## src/rtl/load_store_unit_if.sv

```systemverilog
// Request/response and data-memory bus of the load/store unit.
// slave = the unit itself; master = the requester plus the data memory.
interface load_store_unit_if;
  logic        req_valid;
  logic        req_ready;
  logic        req_store;
  logic [1:0]  req_size;
  logic        req_unsigned;
  logic [31:0] req_addr;
  logic [31:0] req_wdata;
  logic        resp_valid;
  logic [1:0]  resp_err;
  logic [31:0] resp_rdata;
  logic [31:0] mem_address;
  logic [31:0] mem_write_data;
  logic        mem_write;
  logic        mem_read;
  logic [31:0] mem_read_data;

  modport slave (
    input  req_valid, req_store, req_size, req_unsigned, req_addr, req_wdata, mem_read_data,
    output req_ready, resp_valid, resp_err, resp_rdata,
           mem_address, mem_write_data, mem_write, mem_read
  );

  modport master (
    output req_valid, req_store, req_size, req_unsigned, req_addr, req_wdata, mem_read_data,
    input  req_ready, resp_valid, resp_err, resp_rdata,
           mem_address, mem_write_data, mem_write, mem_read
  );
endinterface

```

## src/rtl/load_store_unit.sv

```systemverilog
// MEM-stage load/store sequencer: byte-addressed requests to word-addressed memory,
// big-endian lanes, sign/zero-extended loads, read-modify-write for sub-word stores.
module load_store_unit #(
  parameter int ADDR_WORD_BITS = 8
) (
  input  logic                clk,
  input  logic                rst_n,
  load_store_unit_if.slave    bus
);

  typedef enum logic [2:0] {IDLE, LOAD, STORE, RMW_RD, RMW_WR} state_e;

  state_e                    state_q, state_d;
  logic [1:0]                size_q;
  logic                      unsigned_q;
  logic [ADDR_WORD_BITS+1:0] addr_q;
  logic [31:0]               wdata_q;
  logic [31:0]               merge_q;
  logic [31:0]               rdata_q;
  logic                      resp_valid_q;
  logic [1:0]                resp_err_q;

  logic                      accept;
  logic [1:0]                req_err;
  logic [7:0]                rd_lane [4];
  logic [3:0]                lane_hit;
  logic [31:0]               merged_word;
  logic [7:0]                load_byte;
  logic [15:0]               load_half;
  logic [31:0]               load_ext;

  assign accept = (state_q == IDLE) && bus.req_valid;

  // Misalignment outranks the range check.
  always_comb begin
    req_err = 2'b00;
    if (bus.req_size == 2'b11 ||
        (bus.req_size == 2'b01 && bus.req_addr[0]) ||
        (bus.req_size == 2'b10 && bus.req_addr[1:0] != 2'b00))
      req_err = 2'b01;
    else if (bus.req_addr[31:ADDR_WORD_BITS+2] != '0)
      req_err = 2'b10;
  end

  // Byte k of a word sits at [31-8k -: 8]; merge replaces the addressed lanes with store data.
  genvar gi;
  generate
    for (gi = 0; gi < 4; gi++) begin : g_lane
      assign rd_lane[gi]  = bus.mem_read_data[31-8*gi -: 8];
      assign lane_hit[gi] = (size_q == 2'b00) ? (addr_q[1:0] == 2'(gi)) : (addr_q[1] == 1'(gi / 2));
      assign merged_word[31-8*gi -: 8] = !lane_hit[gi] ? merge_q[31-8*gi -: 8] :
                                         ((size_q == 2'b01 && (gi % 2) == 0) ? wdata_q[15:8]
                                                                             : wdata_q[7:0]);
    end
  endgenerate

  always_comb begin
    load_byte = rd_lane[addr_q[1:0]];
    load_half = addr_q[1] ? bus.mem_read_data[15:0] : bus.mem_read_data[31:16];
    case (size_q)
      2'b00:   load_ext = {{24{~unsigned_q & load_byte[7]}}, load_byte};
      2'b01:   load_ext = {{16{~unsigned_q & load_half[15]}}, load_half};
      default: load_ext = bus.mem_read_data;
    endcase
  end

  always_ff @(posedge clk) begin
    if (!rst_n) state_q <= IDLE;
    else        state_q <= state_d;
  end

  always_comb begin
    state_d = state_q;
    case (state_q)
      IDLE: begin
        if (accept && req_err == 2'b00) begin
          if (!bus.req_store)             state_d = LOAD;
          else if (bus.req_size == 2'b10) state_d = STORE;
          else                            state_d = RMW_RD;
        end
      end
      RMW_RD:  state_d = RMW_WR;
      default: state_d = IDLE;
    endcase
  end

  // Memory strobes come only from registered state, never from req_*.
  always_comb begin
    bus.req_ready      = (state_q == IDLE);
    bus.mem_read       = 1'b0;
    bus.mem_write      = 1'b0;
    bus.mem_write_data = 32'h0;
    case (state_q)
      LOAD, RMW_RD: bus.mem_read = 1'b1;
      STORE: begin
        bus.mem_write      = 1'b1;
        bus.mem_write_data = wdata_q;
      end
      RMW_WR: begin
        bus.mem_write      = 1'b1;
        bus.mem_write_data = merged_word;
      end
      default: ;
    endcase
  end

  always_ff @(posedge clk) begin
    if (!rst_n) begin
      size_q       <= 2'b00;
      unsigned_q   <= 1'b0;
      addr_q       <= '0;
      wdata_q      <= 32'h0;
      merge_q      <= 32'h0;
      rdata_q      <= 32'h0;
      resp_valid_q <= 1'b0;
      resp_err_q   <= 2'b00;
    end else begin
      resp_valid_q <= 1'b0;
      if (accept) begin
        size_q     <= bus.req_size;
        unsigned_q <= bus.req_unsigned;
        addr_q     <= bus.req_addr[ADDR_WORD_BITS+1:0];
        wdata_q    <= bus.req_wdata;
        if (req_err != 2'b00) begin
          resp_valid_q <= 1'b1;
          resp_err_q   <= req_err;
        end
      end
      case (state_q)
        LOAD: begin
          rdata_q      <= load_ext;
          resp_valid_q <= 1'b1;
          resp_err_q   <= 2'b00;
        end
        STORE, RMW_WR: begin
          resp_valid_q <= 1'b1;
          resp_err_q   <= 2'b00;
        end
        RMW_RD: merge_q <= bus.mem_read_data;
        default: ;
      endcase
    end
  end

  assign bus.resp_valid  = resp_valid_q;
  assign bus.resp_err    = resp_err_q;
  assign bus.resp_rdata  = rdata_q;
  assign bus.mem_address = {{(32-ADDR_WORD_BITS){1'b0}}, addr_q[ADDR_WORD_BITS+1:2]};

endmodule
```

## src/flat_wrapper.sv

```systemverilog
// flat-port wrapper written by rule: the top's interface ports become plain ports
module load_store_unit_flat 
#(
  parameter int ADDR_WORD_BITS = 8
)
  (clk, rst_n, bus_req_valid, bus_req_store, bus_req_size, bus_req_unsigned, bus_req_addr, bus_req_wdata, bus_mem_read_data, bus_req_ready, bus_resp_valid, bus_resp_err, bus_resp_rdata, bus_mem_address, bus_mem_write_data, bus_mem_write, bus_mem_read);
  load_store_unit_if bus_i ();
  input  logic clk;
  input  logic rst_n;
  input wire logic [$bits(bus_i.req_valid)-1:0] bus_req_valid;
  input wire logic [$bits(bus_i.req_store)-1:0] bus_req_store;
  input wire logic [$bits(bus_i.req_size)-1:0] bus_req_size;
  input wire logic [$bits(bus_i.req_unsigned)-1:0] bus_req_unsigned;
  input wire logic [$bits(bus_i.req_addr)-1:0] bus_req_addr;
  input wire logic [$bits(bus_i.req_wdata)-1:0] bus_req_wdata;
  input wire logic [$bits(bus_i.mem_read_data)-1:0] bus_mem_read_data;
  output wire logic [$bits(bus_i.req_ready)-1:0] bus_req_ready;
  output wire logic [$bits(bus_i.resp_valid)-1:0] bus_resp_valid;
  output wire logic [$bits(bus_i.resp_err)-1:0] bus_resp_err;
  output wire logic [$bits(bus_i.resp_rdata)-1:0] bus_resp_rdata;
  output wire logic [$bits(bus_i.mem_address)-1:0] bus_mem_address;
  output wire logic [$bits(bus_i.mem_write_data)-1:0] bus_mem_write_data;
  output wire logic [$bits(bus_i.mem_write)-1:0] bus_mem_write;
  output wire logic [$bits(bus_i.mem_read)-1:0] bus_mem_read;
  assign bus_i.req_valid = bus_req_valid;
  assign bus_i.req_store = bus_req_store;
  assign bus_i.req_size = bus_req_size;
  assign bus_i.req_unsigned = bus_req_unsigned;
  assign bus_i.req_addr = bus_req_addr;
  assign bus_i.req_wdata = bus_req_wdata;
  assign bus_i.mem_read_data = bus_mem_read_data;
  assign bus_req_ready = bus_i.req_ready;
  assign bus_resp_valid = bus_i.resp_valid;
  assign bus_resp_err = bus_i.resp_err;
  assign bus_resp_rdata = bus_i.resp_rdata;
  assign bus_mem_address = bus_i.mem_address;
  assign bus_mem_write_data = bus_i.mem_write_data;
  assign bus_mem_write = bus_i.mem_write;
  assign bus_mem_read = bus_i.mem_read;
  load_store_unit #(.ADDR_WORD_BITS(ADDR_WORD_BITS)) u_core (.clk(clk), .rst_n(rst_n), .bus(bus_i));
endmodule
```

## config.mk

```make
export PLATFORM = sky130hd
export DESIGN_NAME = load_store_unit_flat
export DESIGN_NICKNAME = d
export VERILOG_FILES = /design/src/rtl/load_store_unit_if.sv /design/src/rtl/load_store_unit.sv /design/src/flat_wrapper.sv
export SDC_FILE = /design/constraint.sdc
export NUM_CORES = 1
export LEC_CHECK = 0
export ABC_CLOCK_PERIOD_IN_PS = 2100
export BUFFER_PORTS_ARGS = -buffer_cell sky130_fd_sc_hd__buf_4
export CORE_AREA = 5 5 101 127
export CTS_CLUSTER_SIZE = 28
export DETAILED_ROUTE_END_ITERATION = 8
export DIE_AREA = 0 0 106 132
export GPL_TIMING_DRIVEN = 0
export PLACE_DENSITY = 0.8
export SLEW_MARGIN = 20
export SYNTH_ARGS = -nofsm -noshare
export SYNTH_HDL_FRONTEND = slang
export SYNTH_SLANG_ARGS = --single-unit
```

## constraint.sdc

```tcl
create_clock -name clk -period 2.1 [get_ports clk]
set_clock_uncertainty 0.2 [all_clocks]
set_input_delay 0.21 -clock clk [delete_from_list [all_inputs] [get_ports clk]]
set_output_delay 0.21 -clock clk [all_outputs]
set_load 0.03 [all_outputs]
```

# Word-level counts from Yosys, hierarchy flattened
# Cells that the tools add are included.
# word_totals
word_cells,72
register_bits,115
output_inout_bits,102
in_bits,103
# classes
n_eq_ne,12
bitwise_logic,6
order_cmp,1
muxes,26
n_reduce_logical,18
# ops
operator,n
$pmux 32 s2,2
$mux 8,7
$reduce_bool 22->1,1
$bmux 8 s2,1
$mux 16,1
$mux 1,10
$eq 2x2->1 const B,4
$eq 2x1->1 const B,3
$eq 3x2->1 const B,2
$logic_not 2->1,3
$mux 3,2
$pmux 3 s2,1
$logic_and 1x1->1,4
$mux 2,2
$reduce_bool 2->1,2
$reduce_or 2->1,2
$reduce_or 4->1,1
$eq 3x1->1 const B,1
$eq 3x3->1 const B,1
$ge 3x3->1 const B,1
$logic_not 3->1,1
$not 1->1,3
$not 2->3,1
$reduce_or 3->1,1
other kinds (4),6

# Longest topological paths before layout
# Gate-level depths: netlist of run 1.
# depth
depth_word,9
ltp_mapped,7
mapped_depth_nobuf,4

# Least setup slack after synthesis of run 1
# Ideal clock, no wire load.
# synth_timing
kind,register to output
start,register u_core.size_q[0]
end,output bus_mem_write_data[11]
path_stages_with_launch,7
t_required_ns,1.690
path_buffers,2
t_arrival_ns,1.879
path_slack_ns,-0.189
cell_sequence,dfxtp_1 buf_6 or3b_4 and2_4 buf_6 mux2i_1 o21ai_0
# synth_between
elab_chain_len,4
word_cells_on_any_way,6
classes_between,eq/ne (1); mux (4); reduce/logical (1)
# synth_lines
item,line_no,text
"start, declared",load_store_unit.sv:14,logic [1:0] size_q;
"start signal, assigned",load_store_unit.sv:120,size_q <= bus.req_size;
$eq 2x1->1 or $logic_not 2->1 (tied branches),"load_store_unit.sv:52, load_store_unit.sv:50",
$mux 8 or $mux 1 (tied branches),"load_store_unit.sv:52, load_store_unit.sv:50",
$mux 8 (*),load_store_unit.sv:51,assign merged_word[31-8*gi -: 8] = !lane_hit[gi] ? merge_q[31-8*gi -: 8] :
$pmux 32 s2 (*),load_store_unit.sv:93,case (state_q)
"end, declared",flat_wrapper.sv:22,output wire logic [$bits(bus_i.mem_write_data)-1:0] bus_mem_write_data;
# Mark *: on every way between the ends. The rest lies on a longest branch, timed or not.

# Final worst setup path of run 1
# layout_timing
start,register u_core.size_q[0]
end,output bus_mem_write_data[15]
# Same word-level chain as after synthesis.

==> results of run 1 <==
[metrics by stage]
stage                     worst slack (ns)  TNS, ns  cells
after floorplan                     0.0374        0    732
after global placement              -0.179    -1.67   1049
after detailed placement            -0.202    -1.74   1049
after CTS                           -0.342    -8.09   1171
after global routing                -0.457    -9.06   1175
final                               -0.390    -7.61   1175
[report_power, final]
| part | switching [W] | total (W) | leakage [nW] | internal [W] |
|---|---|---|---|---|
| Sequential | 0.0000471 | 0.00228 | 0.938 | 0.00223 |
| Clock | 0.00113 | 0.00328 | 0.310 | 0.00215 |
| Combinational | 0.000452 | 0.000917 | 2.66 | 0.000465 |
[cell usage in the layout, fill, tap and decap left out, drive strengths merged, types with 11 or more instances in the layout]
master	netlist	routed
dfxtp	115	115
mux2	22	22
o21ai	67	67
mux2i	26	26
nor2	11	11
nand2	189	189
dlygate4sd3	0	80
buf	58	251
a21oi	130	130
clkbuf	28	46
conb	1	24
[cells in the mapped netlist (all sizes together)]
cell type,instances
nand3,1
a221oi,8
xor2,1
o21ai,67
or3b,1
nor4,4
o22ai,1
mux2i,26
o32ai,1
inv,6
nor2b,3
nand2b,2
clkbuf,28
buf,58
dfxtp,115
nor3,5
or4,1
a22o,8
and2b,1
a31oi,1
a21oi,130
mux2,22
nand2,189
nor2,11
a31o,1
nand3b,1
nand4b,1
and4,1
o2111a,1
conb,1
a22oi,7
a311oi,1
or3,1
and2,4
[path summary, 6_finish.rpt]
check	start	end	slack [ns]	cells past startpoint
setup / recovery	u_core.size_q[0]	bus_mem_write_data[15]	-0.39	6
hold / removal	rst_n	u_core.state_q[1]	0.04	3
setup reg to reg	u_core.size_q[1]	u_core.bus.resp_rdata[14]	0.09	6
hold reg to reg	u_core.merge_q[18]	u_core.merge_q[18]	0.25	2
[layer usage]
layer / vias to the layer above / track usage / routed length, um
met5: - / 0 / 0
li1: 3013 / - / -
met4: 0 / 0.161 / 1160
met1: 2959 / 0.318 / 7970
met2: 437 / 0.527 / 11100
met3: 121 / 0.0632 / 1790
[cell families after synthesis]
family / Yosys count
other: 1
flip-flops: 115
XOR/XNOR: 1
AO/OA/AOI/OAI: 226
AND/OR/NAND/NOR: 226
multiplexers: 48
buffers and inverters: 92
[critical path: stages, from the launching register on]
cell and delay, ns:
dfxtp_4 0.38, nor2b_4 0.17, buf_6 0.14, mux2_2 0.36
mux2i_1 0.26, o21ai_1 0.16, buf_4 0.20
[sequential cells by signal, summed over array words and instances (netlist names)]
| signal | count |
|---|---|
| u_core.bus.resp_rdata | 32 |
| u_core.merge_q | 32 |
| u_core.wdata_q | 32 |
| u_core.addr_q | 10 |
| u_core.state_q | 3 |
| u_core.bus.resp_err | 2 |
| u_core.size_q | 2 |
| u_core.bus.resp_valid | 1 |
| u_core.unsigned_q | 1 |
[final cells by class]
cell class	count	area, sq um	area share
buffer	82	527	0.0584
clock buffer	18	439	0.0486
clock inverter	14	224	0.0248
inverter	6	22.5	0.00249
multi-input combinational	525	2990	0.331
sequential	115	2310	0.256
tap	138	173	0.0191
timing repair buffer	277	2340	0.259
[repair_timing]
item | in CTS | in global routing
hold buffers | 80 | 0
endpoints found under the setup margin | 33 | 33
buffers inserted | 13 | 7
resized for setup | 40 | 26
pin swaps | 19 | 20
cloned | 0 | 0
hold endpoints to repair | 111 | 0
==> results.sh, run 1 <==
export IMPL_peakVddDrop_v=0.000479
export IMPL_cap_viol_max_count=0
export IMPL_max_slew_margin=0.607
export IMPL_post_route_cell_area_sq_um=9030
export IMPL_grt_pass1_wl_um=33200
export IMPL_synth_avg_cell_area_sq_um=7.93
export IMPL_max_freq_mhz=402
export IMPL_cts_sinks=115
export IMPL_muxShareOfSynthArea=0.0903
export IMPL_finalWorstSetupSlack_ns=-0.390
export IMPL_cts_tree="built"
export IMPL_finalCriticalPeriod_ns=2.49
export IMPL_critPathKind="flip-flop to primary output"
export IMPL_synth_top_family_by_area="compound AO/OA/AOI/OAI gates"
export IMPL_track_usage=0.294
export IMPL_grt_setup_unrepaired="yes"
export IMPL_fin_util=0.788
export IMPL_post_route_period_util=1.19
export IMPL_overflow=0
export IMPL_slew_viol_final=0
export IMPL_syn_area_sq_um=5620
export IMPL_synth_compound_area_share=0.229
export IMPL_clk_pin_slew_ns=0.06
export IMPL_grt_pass1_vias=6661
export IMPL_dpl_cell_area_sq_um=7230
export IMPL_syn_to_final_growth_pct=60.5
export IMPL_io_pins=205
export IMPL_cts_htree_levels=4
export IMPL_power_w=0.00648
export IMPL_antenna_found_initial=0
export IMPL_port_buffer_count=179
export IMPL_nFillCells=699
export IMPL_cts_root_buffer="clkbuf_16"
export IMPL_synth_xor_area_frac=0.00156
export IMPL_fp_dieH_um=132
export IMPL_hold_path_class="input port to flip-flop"
export IMPL_synth_top_cell_area_share=0.409
export IMPL_num_vias=6530
export IMPL_cp_end_kind="primary output"
export IMPL_die_width_um=106
export IMPL_hold_viol_final=0
export IMPL_die_area_sq_um=14000
export IMPL_clk_path_buf_depth=2
export IMPL_synth_distinct_cells=48
export IMPL_violations="negative setup slack"
export IMPL_synth_top_cells_by_area="dfxtp_1 41%, nand2_1 13%, a21oi_1 11%"
export IMPL_final_nets=1127
export IMPL_p_leak_nw=3.91
export IMPL_whs_ns=0.0361
export IMPL_yosys_area_share_simple=0.172
export IMPL_coreArea_sq_um=11500
export IMPL_drc_errors=0
export IMPL_crit_fanout=6
export IMPL_row_count=44
export IMPL_dr_pass1_iters=5
export IMPL_synth_sequential_area_ratio=0.409
export IMPL_power_density_nw_per_um2=718
export IMPL_ant_nets=0
export IMPL_status="finished with violations"
export IMPL_viasPerCell=5.56
export IMPL_yosysWarnings=0
export IMPL_synth_seq_cells=115
export IMPL_crit_required_ns=1.69
export IMPL_numCtsBuffers=17
export IMPL_place_congestion=0.922
export IMPL_routed_wl_um=22000
export IMPL_cp_start_kind="flip-flop"
export IMPL_finalSetupViolCount=32
export IMPL_clk_latency_ns=0.42
export IMPL_tightestPinTransition_ns=0.589
export IMPL_first_iter_violations=570
export IMPL_routedWlPerCell_um=18.7
export IMPL_drive_above_1_share=0.345
export IMPL_dp_hpwl_um=14000
export IMPL_syn_inst=709
export IMPL_netlist_top_cell_by_area="dfxtp_1"
export IMPL_n_antenna_cell=0
export IMPL_grt_max_degree=17
export IMPL_worstPathArrival_ns=2.08
export IMPL_synth_fa_ha_area_frac=0
export IMPL_initial_core_util=0.491
Note: power is estimated with default switching activity, not from simulation.
==> inputs of run 2 (changes only) <==
==> constraint.sdc (replaced) <==
create_clock -name clk -period 2.1 [get_ports clk]
set_clock_uncertainty 0.2 [all_clocks]
set_input_delay 0.525 -clock clk [delete_from_list [all_inputs] [get_ports clk]]
set_output_delay 0.525 -clock clk [all_outputs]
set_load 0.03 [all_outputs]
==> run 2 against run 1 <==
Effect of this change:
- the flow still finishes with violations (negative setup slack)
- clock power is 6% lower
- cell count is 7.1% lower
- design area is 7.0% lower
- highest routed layer unchanged
- largest power group unchanged
- die area stayed put
- power is 5.1% lower
- worst hold slack better by 0.11 ns
- sequential share of layout area is 2.0 points higher
- largest cell class unchanged
- via count is 7.5% lower
==> results.sh, run 2 (synthesis gave the netlist of run 1 again) <==
export IMPL_top_usage_layer="met2"
export IMPL_crit_required_ns=1.37
export IMPL_p_int_w=0.00459
export IMPL_critical_path_depth=7
export IMPL_num_vias=6043
export IMPL_first_iter_violations=387
export IMPL_drc_errors=0
export IMPL_holdPathStages=2
export IMPL_path_common_cell="buf_6"
export IMPL_numCtsBuffers=17
export IMPL_slew_viol_final=0
export IMPL_crit_fanout=6
export IMPL_crit_family="multiplexers"
export IMPL_critical_path_slowest_cell="dfxtp_4"
export IMPL_grt_util_met2=0.475
export IMPL_max_slew_margin=0.580
export IMPL_final_cell_mix="195 x buf_4, 186 x nand2_1, 118 x a21oi_1"
export IMPL_grt_max_degree=17
export IMPL_reg2reg_depth=7
export IMPL_peakVddDrop_v=0.000502
export IMPL_die_width_um=106
export IMPL_routed_wl_um=19700
export IMPL_syn_to_final_growth_pct=49.3
export IMPL_routedWlPerCell_um=18.1
export IMPL_finalWorstSetupSlack_ns=-0.637
export IMPL_globalRouteMet1Util=0.308
export IMPL_p_leak_nw=3.61
export IMPL_critPathKind="flip-flop to primary output"
export IMPL_ctsHoldBuffers=0
export IMPL_grt_pass1_vias=5918
export IMPL_layout_cells_non_filler=1091
export IMPL_clk_latency_ns=0.42
export IMPL_cp_end_kind="primary output"
export IMPL_dp_slack_ns=-0.533
export IMPL_place_congestion=0.919
export IMPL_post_route_period_util=1.30
export IMPL_dr_pass1_iters=6
export IMPL_initial_core_util=0.491
export IMPL_die_area_sq_um=14000
export IMPL_swShare=0.254
export IMPL_violations="negative setup slack"
export IMPL_gr_usage_met3=0.0652
export IMPL_multi_input_area_sq_um=3100
export IMPL_antenna_found_initial=0
export IMPL_viasPerCell=5.54
export IMPL_hold_viol_final=0
export IMPL_n_antenna_cell=0
export IMPL_power_density_nw_per_um2=732
export IMPL_io_pins=205
export IMPL_coreArea_sq_um=11500
export IMPL_power_w=0.00615
export IMPL_cts_htree_levels=4
export IMPL_hold_path_class="input port to flip-flop"
export IMPL_overflow=0
export IMPL_grt_pass1_wl_um=30500
export IMPL_cpPeakStageDelay_ns=0.37
export IMPL_tightestPinTransition_ns=0.631
export IMPL_finalCriticalPeriod_ns=2.74
export IMPL_cp_start_kind="flip-flop"
export IMPL_cts_root_buffer="clkbuf_16"
export IMPL_seq_power_share=0.370
export IMPL_track_usage=0.271
export IMPL_grt_setup_unrepaired="yes"
export IMPL_ant_nets=0
export IMPL_whs_ns=0.142
export IMPL_dp_hpwl_um=14200
export IMPL_clk_pin_slew_ns=0.06
export IMPL_p_switching_w=0.00156
export IMPL_finalSetupViolCount=33
export IMPL_critPathBufInv=3
export IMPL_worstPathArrival_ns=2.01
export IMPL_max_freq_mhz=365
export IMPL_p_comb_frac=0.126
export IMPL_path_cells="nor2b_4 -> buf_6 -> buf_8 -> mux2_4 -> mux2i_2 -> o21ai_2 -> buf_6"
export IMPL_row_count=44
export IMPL_clk_path_buf_depth=2
export IMPL_layout_commonest_cell="buf_4"
export IMPL_final_nets=1043
export IMPL_dp_cells=1049
export IMPL_ff_latch_area_sq_um=2320
export IMPL_status="finished with violations"
export IMPL_fp_dieH_um=132
export IMPL_fin_tns_setup_ns=-16.42
export IMPL_drive_above_1_share=0.403
export IMPL_cts_tree="built"
export IMPL_cap_viol_max_count=0
export IMPL_cts_sinks=115
export IMPL_port_buffer_count=179
export IMPL_nFillCells=842
export IMPL_p_clk_frac=0.503
==> run 2: cell count changes in the layout (fill, tap and decap cells not counted), sizes merged <==
cell,previous run,this run
clkbuf,46,44
clkinvlp,4,3
clkinv,1,7
dlygate4sd3,80,0
buf,251,248
bufinv,5,4
inv,10,7
==> run 2: layout make-up <==
cell class,count,share of cell area
clock inverter,15,0.0249
multi-input combinational,525,0.370
clock buffer,17,0.0507
tap,138,0.0206
inverter,6,0.00268
timing repair buffer,193,0.191
buffer,82,0.0645
sequential,115,0.276
==> run 2: routing by layer <==
metal	wire (um)	vias to the layer above	part of all wire
li1	-	2849	-
met1	7330	2782	0.37
met2	9880	337	0.50
met3	1660	75	0.084
met4	824	0	0.042
met5	0	-	0
==> run 2: worst paths after layout <==
path / slack (ns) / start / to
max: -0.64 / u_core.size_q[0] / bus_mem_write_data[13]
min: 0.14 / bus_req_store / u_core.state_q[0]
max reg2reg: 0.22 / u_core.state_q[1] / u_core.wdata_q[29]
min reg2reg: 0.26 / u_core.merge_q[16] / u_core.merge_q[16]
==> run 2: timing repair <==
item,4_1_cts,5_1_grt
gates resized for setup,78,18
pin swaps,16,20
endpoints found under the setup margin,34,33
buffers inserted,8,7
cloned,1,0
==> run 2: power groups by stage <==
stage / registers (W) / clock network [W] / logic [W]
after floorplan: 0.00231 / 0 / 0.000423
after global placement: 0.00232 / 0 / 0.000695
after detailed placement: 0.00232 / 0 / 0.000701
after CTS: 0.00228 / 0.00309 / 0.000748
after global routing: 0.00228 / 0.00318 / 0.000825
final: 0.00228 / 0.00309 / 0.000777
==> run 2: per-stage QoR <==
| step | area, sq um | util |
|---|---|---|
| 5_1_grt | 8400 | 0.733 |
| 2_1_floorplan | 5810 | - |
| 6_report | 8400 | 0.733 |
| 3_5_place_dp | 7330 | 0.640 |
| 4_1_cts | 8310 | 0.726 |
| 3_3_place_gp | 7330 | 0.640 |
==> run 2: worst register-to-register path: stages (launching register included) <==
cell and delay, ns:
dfxtp_1 0.32, buf_6 0.13, nor3_2 0.06, nand2_1 0.09, buf_2 0.25, buf_1 0.44, nand2_1 0.13, a21oi_1 0.18
==> inputs of run 3 (changes only) <==
--- a/config.mk
+++ b/config.mk
@@ -5,14 +5,14 @@
 export SDC_FILE = /design/constraint.sdc
 export NUM_CORES = 1
 export LEC_CHECK = 0
-export ABC_CLOCK_PERIOD_IN_PS = 2100
-export BUFFER_PORTS_ARGS = -buffer_cell sky130_fd_sc_hd__buf_4
+export ABC_CLOCK_PERIOD_IN_PS = 2800
+export BUFFER_PORTS_ARGS = -buffer_cell sky130_fd_sc_hd__buf_2
 export CORE_AREA = 5 5 101 127
 export CTS_CLUSTER_SIZE = 28
 export DETAILED_ROUTE_END_ITERATION = 8
 export DIE_AREA = 0 0 106 132
 export GPL_TIMING_DRIVEN = 0
-export PLACE_DENSITY = 0.8
+export PLACE_DENSITY_LB_ADDON = 0.3
 export SLEW_MARGIN = 20
 export SYNTH_ARGS = -nofsm -noshare
 export SYNTH_HDL_FRONTEND = slang
==> constraint.sdc (replaced) <==
create_clock -name clk -period 2.8 [get_ports clk]
set_clock_uncertainty 0.2 [all_clocks]
set_input_delay 0.7 -clock clk [delete_from_list [all_inputs] [get_ports clk]]
set_output_delay 0.7 -clock clk [all_outputs]
set_load 0.03 [all_outputs]
==> run 3 against run 2 <==
Effect of this change:
- the run still ends with negative setup slack left
- global-route usage down 1.4 points
- non-clock buffer count down 3
- first-iteration DRC count down 26%
- sequential share of layout area up 2.3 points
- worst setup slack better by 0.59 ns
- design area down 7.9%
- die area unchanged
- worst hold slack better by 0.11 ns
- via count down 4.2%
- sequential cell count unchanged
- core utilization down 5.8 points
- largest cell class unchanged
==> results.sh, run 3 (synthesis gave the netlist of run 1 again) <==
export IMPL_drive_above_1_share=0.366
export IMPL_max_freq_mhz=352
export IMPL_cp_start_kind="flip-flop"
export IMPL_critPathKind="flip-flop to primary output"
export IMPL_final_nets=1040
export IMPL_r2r_start="u_core.state_q[0]"
export IMPL_cap_viol_max_count=0
export IMPL_violations="negative setup slack"
export IMPL_die_area_sq_um=14000
export IMPL_track_usage=0.257
export IMPL_fin_util=0.675
export IMPL_cts_root_buffer="clkbuf_16"
export IMPL_post_route_period_util=1.02
export IMPL_initial_core_util=0.491
export IMPL_clk_path_buf_depth=2
export IMPL_crit_fanout=6
export IMPL_clk_pin_slew_ns=0.05
export IMPL_place_congestion=0.943
export IMPL_drc_errors=0
export IMPL_post_route_cell_area_sq_um=7730
export IMPL_tightestPinTransition_ns=0.651
export IMPL_routedWlPerCell_um=16.8
export IMPL_port_buffer_count=179
export IMPL_row_count=44
export IMPL_die_width_um=106
export IMPL_hold_viol_final=0
export IMPL_num_vias=5790
export IMPL_dr_pass1_iters=5
export IMPL_finalWorstSetupSlack_ns=-0.0429
export IMPL_status="finished with violations"
export IMPL_hp_start="u_core.addr_q[9]"
export IMPL_ant_nets=0
export IMPL_cts_tree="built"
export IMPL_dpl_cell_area_sq_um=6780
export IMPL_overflow=0
export IMPL_p_leak_nw=3.43
export IMPL_grt_max_degree=17
export IMPL_first_iter_violations=287
export IMPL_viasPerCell=5.32
export IMPL_coreArea_sq_um=11500
export IMPL_max_slew_margin=0.566
export IMPL_worstPathArrival_ns=1.94
export IMPL_layout_cells_non_filler=1088
export IMPL_finalSetupViolCount=10
export IMPL_peakVddDrop_v=0.000387
export IMPL_ctsHoldBuffers=0
export IMPL_clk_latency_ns=0.41
export IMPL_io_pins=205
export IMPL_crit_required_ns=1.90
export IMPL_routed_wl_um=18300
export IMPL_hold_path_class="flip-flop to flip-flop"
export IMPL_slew_viol_final=0
export IMPL_antenna_found_initial=1
export IMPL_numCtsBuffers=17
export IMPL_dp_slack_ns=0.0368
export IMPL_cts_sinks=115
export IMPL_grt_pass1_vias=5762
export IMPL_cts_htree_levels=4
export IMPL_grt_pass1_wl_um=28800
export IMPL_dp_cells=1049
export IMPL_final_cell_mix="187 x nand2_1, 161 x buf_2, 118 x a21oi_1"
export IMPL_startpoint="u_core.size_q[0]"
export IMPL_layout_commonest_cell="nand2_1"
export IMPL_grt_setup_unrepaired="yes"
export IMPL_fp_dieH_um=132
export IMPL_dp_hpwl_um=14000
export IMPL_cp_end_kind="primary output"
export IMPL_syn_to_final_growth_pct=37.5
export IMPL_power_density_nw_per_um2=599
export IMPL_finalCriticalPeriod_ns=2.84
==> run 3: cell types whose count changed in the layout (fill, tap and decap cells not counted), moves of 2 or more <==
| cell | previous run | this run |
|---|---|---|
| buf_2 | 10 | 161 |
| buf_4 | 195 | 74 |
| buf_6 | 38 | 5 |
| clkbuf_8 | 0 | 4 |
| clkinv_4 | 6 | 0 |
| dfxtp_1 | 110 | 112 |
| dfxtp_2 | 2 | 0 |
| mux2i_1 | 12 | 17 |
| mux2i_2 | 13 | 9 |
| nand2_4 | 3 | 1 |
| o21ai_1 | 1 | 25 |
| o21ai_2 | 25 | 1 |
==> run 3: power breakdown <==
group	switching, W	internal [W]
Sequential	0.0000320	0.00168
Clock	0.000740	0.00166
Combinational	0.000298	0.000221
Total	0.00107	0.00356
==> run 3: cell type report <==
cell class | instances | area, sq um
fillers | 1009 | 3720
multi-input cells | 525 | 2970
flip-flops and latches | 115 | 2310
repair buffers | 190 | 1070
plain buffers | 82 | 519
clock buffers | 22 | 484
clock inverters | 9 | 175
well taps | 138 | 173
inverters | 6 | 22.5
diodes | 1 | 2.50
==> run 3: layer usage <==
metal	vias to the layer above	part of all wire	global-route usage	wire (um)
met5	-	0	0	0
met4	0	0.033	0.112	605
met3	39	0.076	0.0759	1400
met2	261	0.49	0.437	9020
met1	2655	0.40	0.299	7300
li1	2835	-	-	-
==> run 3: final timing paths <==
| path | end | slack [ns] | cells past startpoint |
|---|---|---|---|
| setup reg to reg | u_core.bus.resp_rdata[12] | 0.79 | 5 |
| hold reg to reg | u_core.addr_q[9] | 0.25 | 2 |
| hold / removal | u_core.addr_q[9] | 0.25 | 2 |
| setup / recovery | bus_mem_write_data[14] | -0.04 | 7 |
==> run 3: timing repair <==
action                                  in CTS  in global routing
resized for setup                           68                 26
setup buffers                               10                  3
endpoints found under the setup margin      33                 32
pin swaps                                   10                 11
==> run 3: through the flow <==
stage	total power [W]	setup TNS (ns)	hold WS, ns
after floorplan	0.00205	0	0.236
after global placement	0.00221	0	0.242
after detailed placement	0.00222	0	0.247
after CTS	0.00463	-0.876	0.254
after global routing	0.00477	-1.26	0.269
final	0.00463	-0.213	0.252
==> run 3: critical path: stages, from the launching register on <==
cell and delay [ns]:
dfxtp_4 0.37, nor2b_4 0.15, buf_6 0.14, buf_8 0.11, mux2_4 0.31, mux2i_1 0.17
o21ai_1 0.10, buf_4 0.18
